===== config.mk =====
export PLATFORM = sky130hd
export DESIGN_NAME = fetch_stage
export DESIGN_NICKNAME = d
export VERILOG_FILES = /design/src/rtl/cpu_pkg.sv /design/src/rtl/pc_next_logic.sv /design/src/rtl/fetch_stage.sv
export SDC_FILE = /design/constraint.sdc
export NUM_CORES = 1
export LEC_CHECK = 0
export ABC_AREA = 0
export BUFFER_PORTS_ARGS = -buffer_cell sky130_fd_sc_hd__buf_2
export CORE_AREA = 2 2 144 181
export CTS_BUF_LIST = sky130_fd_sc_hd__clkbuf_16
export DETAILED_ROUTE_END_ITERATION = 16
export DIE_AREA = 0 0 146 183
export GPL_TIMING_DRIVEN = 0
export PLACE_DENSITY_LB_ADDON = 0.15
export SLEW_MARGIN = 0
export SYNTH_ARGS = -nofsm -noshare
export SYNTH_HDL_FRONTEND = slang
export SYNTH_SLANG_ARGS = --single-unit

===== constraint.sdc =====
create_clock -name clk_i -period 2.9 [get_ports clk_i]
set_input_delay 0.145 -clock clk_i [delete_from_list [all_inputs] [get_ports clk_i]]
set_output_delay 0.145 -clock clk_i [all_outputs]
set_load 0.05 [all_outputs]

===== src/rtl/cpu_pkg.sv =====
// Shared fetch-stage types and constants.
// Imported by the fetch stage and its next-PC helper.
package cpu_pkg;

  localparam int          INSTR_W    = 32;
  localparam logic [31:0] PC_INC     = 32'd4;
  localparam logic [31:0] ALIGN_MASK = 32'hFFFF_FFFC;

  typedef enum logic [1:0] {
    BOOT = 2'd0,
    RUN  = 2'd1,
    HALT = 2'd2
  } fetch_state_t;

  typedef enum logic [1:0] {
    PC_HOLD  = 2'd0,
    PC_STEP  = 2'd1,
    PC_REDIR = 2'd2
  } pc_sel_t;

  typedef struct packed {
    logic [INSTR_W-1:0] instr;
    logic [31:0]        pc;
    logic [31:0]        pc_plus4;
    logic               valid;
  } if_id_t;

  function automatic logic [31:0] align_pc(
    input logic [31:0] a
  );
    return a & ALIGN_MASK;
  endfunction

endpackage


===== src/rtl/pc_next_logic.sv =====
// Next-PC select and instruction-memory range check.
// Purely combinational; the fetch FSM picks the select.
module pc_next_logic
  import cpu_pkg::*;
#(
  parameter int MEM_WORDS = 32
) (
  input  logic [31:0] pc_i,
  input  pc_sel_t     sel_i,
  input  logic [31:0] redirect_pc_i,
  output logic [31:0] pc_next_o,
  output logic [31:0] pc_plus4_o,
  output logic        oor_o
);

  // 33 bits so a full 2^30-word memory does not overflow the limit
  localparam logic [32:0] PC_LIMIT = 33'(MEM_WORDS) * 33'd4;

  logic [31:0] w_plus4;
  logic [31:0] w_target;

  assign w_plus4    = pc_i + PC_INC;
  assign w_target   = align_pc(redirect_pc_i);
  assign pc_plus4_o = w_plus4;
  assign oor_o      = {1'b0, pc_i} >= PC_LIMIT;

  always_comb begin
    pc_next_o = pc_i;
    unique case (sel_i)
      PC_STEP:  pc_next_o = w_plus4;
      PC_REDIR: pc_next_o = w_target;
      default:  pc_next_o = pc_i;
    endcase
  end

endmodule


===== src/rtl/fetch_stage.sv =====
// Instruction fetch: owns the PC, drives imem, fills IF/ID.
// BOOT for one cycle after reset, HALT when the PC leaves imem.
module fetch_stage
  import cpu_pkg::*;
#(
  parameter logic [31:0] RESET_PC  = 32'h0,
  parameter int          MEM_WORDS = 32
) (
  input  logic               clk_i,
  input  logic               rst_i,
  input  logic               stall_i,
  input  logic               redirect_i,
  input  logic [31:0]        redirect_pc_i,
  output logic [31:0]        imem_addr_o,
  input  logic [INSTR_W-1:0] imem_instr_i,
  output logic [INSTR_W-1:0] if_instr_o,
  output logic [31:0]        if_pc_o,
  output logic [31:0]        if_pc_plus4_o,
  output logic               if_valid_o,
  output logic               halted_o
);

  fetch_state_t r_state;
  fetch_state_t w_state_nxt;
  logic [31:0]  r_pc;
  if_id_t       r_ifid;

  pc_sel_t      w_sel;
  logic [31:0]  w_pc_next;
  logic [31:0]  w_pc_plus4;
  logic         w_oor;
  logic         w_capture;
  logic         w_flush;
  logic         w_drop_valid;

  pc_next_logic #(
    .MEM_WORDS (MEM_WORDS)
  ) u_pc_next (
    .pc_i          (r_pc),
    .sel_i         (w_sel),
    .redirect_pc_i (redirect_pc_i),
    .pc_next_o     (w_pc_next),
    .pc_plus4_o    (w_pc_plus4),
    .oor_o         (w_oor)
  );

  always_comb begin
    w_state_nxt  = r_state;
    w_sel        = PC_HOLD;
    w_capture    = 1'b0;
    w_flush      = 1'b0;
    w_drop_valid = 1'b0;
    unique case (r_state)
      BOOT: begin
        w_state_nxt = RUN;
      end
      RUN: begin
        if (redirect_i) begin
          w_sel   = PC_REDIR;
          w_flush = 1'b1;
        end else if (w_oor) begin
          w_state_nxt  = HALT;
          w_drop_valid = 1'b1;
        end else if (!stall_i) begin
          w_sel     = PC_STEP;
          w_capture = 1'b1;
        end
      end
      HALT: begin
        if (redirect_i) begin
          w_sel       = PC_REDIR;
          w_state_nxt = RUN;
        end
      end
      default: begin
        w_state_nxt = BOOT;
      end
    endcase
  end

  always_ff @(posedge clk_i or negedge rst_i) begin
    if (!rst_i) begin
      r_state <= BOOT;
      r_pc    <= RESET_PC;
    end else begin
      r_state <= w_state_nxt;
      r_pc    <= w_pc_next;
    end
  end

  always_ff @(posedge clk_i or negedge rst_i) begin
    if (!rst_i) begin
      r_ifid <= '0;
    end else if (w_capture) begin
      r_ifid.instr    <= imem_instr_i;
      r_ifid.pc       <= r_pc;
      r_ifid.pc_plus4 <= w_pc_plus4;
      r_ifid.valid    <= 1'b1;
    end else if (w_flush) begin
      r_ifid.instr <= '0;
      r_ifid.valid <= 1'b0;
    end else if (w_drop_valid) begin
      r_ifid.valid <= 1'b0;
    end
  end

  assign imem_addr_o   = r_pc;
  assign if_instr_o    = r_ifid.instr;
  assign if_pc_o       = r_ifid.pc;
  assign if_pc_plus4_o = r_ifid.pc_plus4;
  assign if_valid_o    = r_ifid.valid;
  assign halted_o      = (r_state == HALT);

endmodule


==> impl_metrics.csv <==
group,metric,value,unit
cells_and_area,fin_cells,1196,
timing,max_freq,356,MHz
detailed_routing,ant_nets,0,
status,status,"complete, no violations",
yosys,yosys_warnings,0,
cells_and_area,nets,922,
die,fp.dieW,146,um
worst_setup_path,cp_max_fo,7,
placement,dp_slack,-887,ps
global_route,antenna_found_initial,0,
timing,period_minus_slack,2810,ps
timing,setup_viol,0,
cells_and_area,area_growth,39.6,%
worst_setup_path,critPathMostFrequentCell,"nor4_4",
clocking,cts.clk_slew.worst_paths,60,ps
placement,dp_cells,1131,
yosys,ys_async_sr_fraction,1.00,
global_route,gr-usage-all-layers,0.153,
yosys,synth_commonest_cells,"dfrtp_1 (125), nor2b_1 (84), nand2_1 (44)",
clocking,h-tree-depth,4,
worst_setup_path,start_kind,"flip-flop",
timing,finalClockSkew,14.0,ps
detailed_routing,viasPerCell,4.68,
yosys,syn_avg_cell_area,10.3,um2
worst_setup_path,slowest_stage,"dfrtp_2",
placement,io_buffers,189,
worst_setup_path,reg2regPathDepth,10,
die,start_util,0.246,
global_route,grt_first_pass_wirelength,31.7,mm
power,p_total,0.00638,W
yosys,syn_area,6160,um2
min_path,min_from,"redirect_pc_i[4]",
yosys,post-synth-top-count-cell,"dfrtp_1",
detailed_routing,route.vias.total,5597,
clocking,cts_made_buffers,17,
detailed_routing,firstDrtPassIters,5,
timing,hold_viol,0,
min_path,min_path_cells,3,
yosys,synth_seq_cells,125,
clocking,clkSinkCount,125,
detailed_routing,drc,0,
worst_setup_path,worstSetupPathType,"reg2reg",
cells_and_area,multiInputGateArea,2800,um2
detailed_routing,initialDrtViolationCount,160,
die,die_h,183,um
worst_setup_path,rr_endpoint,"imem_addr_o[20]",
yosys,synth_cell_types,61,
worst_setup_path,crit_arrival,3180,ps
timing,slew_headroom,0.255,
yosys,yosysTopAreaCellShare,0.508,
die,fp-row-count,65,
cells_and_area,drive_above_1_share,0.361,
cells_and_area,antennaDiodeCount,0,
worst_setup_path,cp-end-kind,"flip-flop",
power,vdd_ir_drop_max,0.408,mV
global_route,gr-total-overflow,0,
die,core_area,25000,um2
timing,slew_viol_final,0,
power,total_leakage_power,4.19,nW
timing,setup_ws,93.3,ps
min_path,min_path_type,"in2reg",
clocking,cts_root_buf,"clkbuf_16",
worst_setup_path,crit_required,3270,ps
clocking,clkLatencyLatePin,440,ps
worst_setup_path,crit_chain,"nor4_4 > nand3_2 > nor4_4 > clkbuf_8 > nand2_4 > ha_4 > or2_4 > nor2_1 > or4b_4 > nand3_1",
yosys,synthCells,601,
timing,final.setup.tns,0,ps
cells_and_area,seqCellArea,3150,um2
yosys,yosys-top-cells-area,"dfrtp_1 (51%), nor2b_1 (8.5%), a221o_1 (5.2%)",
worst_setup_path,regToRegStartpoint,"imem_addr_o[10]",
clocking,cts_tree,"yes",
timing,worst_pin_slew,1110,ps
placement,hpwlAfterDp,14.3,mm
worst_setup_path,slowest_delay,480,ps
timing,min_period_over_period,0.968,
yosys,ys_seq_area_frac,0.508,
cells_and_area,fillers,2689,
die,ioPinCount,198,
yosys,synth_edf_count,0,
yosys,yosysTopAreaCell,"dfrtp_1",
worst_setup_path,regToRegSetupSlack,90,ps
worst_setup_path,crit_buf_inv,1,
detailed_routing,routed_wl,20.4,mm
global_route,grt_max_degree,69,
worst_setup_path,cp_top_family,"simple AND/OR/NAND/NOR gates",
yosys,synth_ff_type,"dfrtp_1",
die,die_area,26700,um2
power,power-per-cell-area,741,nW/um2
timing,grt_setup_unrepaired,"yes",
global_route,grt_pass1_vias,5394,
min_path,hold_end,"imem_addr_o[4]",
detailed_routing,avgRoutedWirePerCell,17.1,um
clocking,clockBufferDepth,2,
job,drv_cap,0,
placement,globalplace.congestion,0.781,
cell families (layout without fill, tap and decap cells):
kind of cell,Yosys count,in the layout,share of synthesized area
buf+inv,72,327,0.0564
xor+xnor,4,4,0.00569
mux,13,13,0.0235
other cells,1,6,0.000608
flops,125,125,0.508
simple gates,264,264,0.248
compound gates,116,116,0.146
fa+ha+maj,6,6,0.0122
where the power goes:
part / internal (W) / total [W] / switching (W)
Combinational: 0.000673 / 0.00211 / 0.00144
Clock: 0.00126 / 0.00213 / 0.000867
Sequential: 0.00189 / 0.00214 / 0.000248
repair_timing:
action | 4_1_cts | 5_1_grt
hold buffers | 16 | 0
hold endpoints to repair | 72 | 0
pin swaps | 2 | 6
endpoints found under the setup margin | 30 | 15
resized for setup | 15 | 17
setup buffers | 3 | 16
cell usage in the layout (no fill, tap or decap), drive strengths merged, types with 4 or more instances in the layout:
| master | count |
|---|---|
| nor3 | 41 |
| buf | 233 |
| and4 | 5 |
| nand4 | 11 |
| a21oi | 15 |
| or3 | 5 |
| clkinv | 6 |
| a22oi | 10 |
| nand3 | 20 |
| o41ai | 4 |
| conb | 6 |
| nand2 | 44 |
| nor2 | 19 |
| a311oi | 4 |
| inv | 20 |
| dfrtp | 125 |
| nor4 | 16 |
| dlygate4sd3 | 16 |
| clkbuf | 47 |
| a221o | 32 |
| nor2b | 84 |
| ha | 6 |
| nor3b | 4 |
| o21ai | 20 |
| mux2 | 12 |
registers in the layout (all words and copies together) (netlist names):
signal / flops
if_pc_o: 30
r_state: 2
if_instr_o: 32
if_valid_o: 1
imem_addr_o: 30
if_pc_plus4_o: 30
worst reg2reg max path: cells and delay by family, from the launching register on:
kind                     cells  cell delay [ps]
AND/OR/NAND/NOR              8             1840
flip-flops                   1              480
adder cells (fa/ha/maj)      1              230
buffers and inverters        1              200
metrics by stage:
step	util	area, um2	hold slack [ps]
floorplan	-	6270	-151
global placement	0.305	7640	393
detailed placement	0.306	7670	190
CTS	0.338	8470	7.59
global route	0.344	8610	18.8
finish	0.344	8610	19.0
how the worst max path moves through the flow:
stage	slack, ps	depth (start not counted)	endpoint	start
5_1_grt	-3	10	imem_addr_o[24]	imem_addr_o[10]
4_1_cts	20	11	imem_addr_o[20]	imem_addr_o[9]
3_5_place_dp	-890	10	imem_addr_o[10]	imem_addr_o[17]
3_3_place_gp	-900	10	imem_addr_o[19]	imem_addr_o[15]
2_1_floorplan	-30	11	imem_addr_o[20]	imem_addr_o[15]
6_report	90	10	imem_addr_o[20]	imem_addr_o[10]
cell type report:
type,instances,share of cell area
timing repair buffer,225,0.149
clock inverter,15,0.0172
multi-input combinational,409,0.325
tap,335,0.0487
buffer,54,0.0381
inverter,16,0.00698
clock buffer,17,0.0494
sequential,125,0.366
per-layer routing:
layer / track usage / up-vias / routed length [um]
met5: 0 / - / 0
met4: 0.0563 / 0 / 395
met3: 0.0351 / 24 / 941
met2: 0.252 / 174 / 10100
met1: 0.196 / 2734 / 9040
li1: - / 2665 / -
No activity file was read; power rests on OpenSTA's default activity.
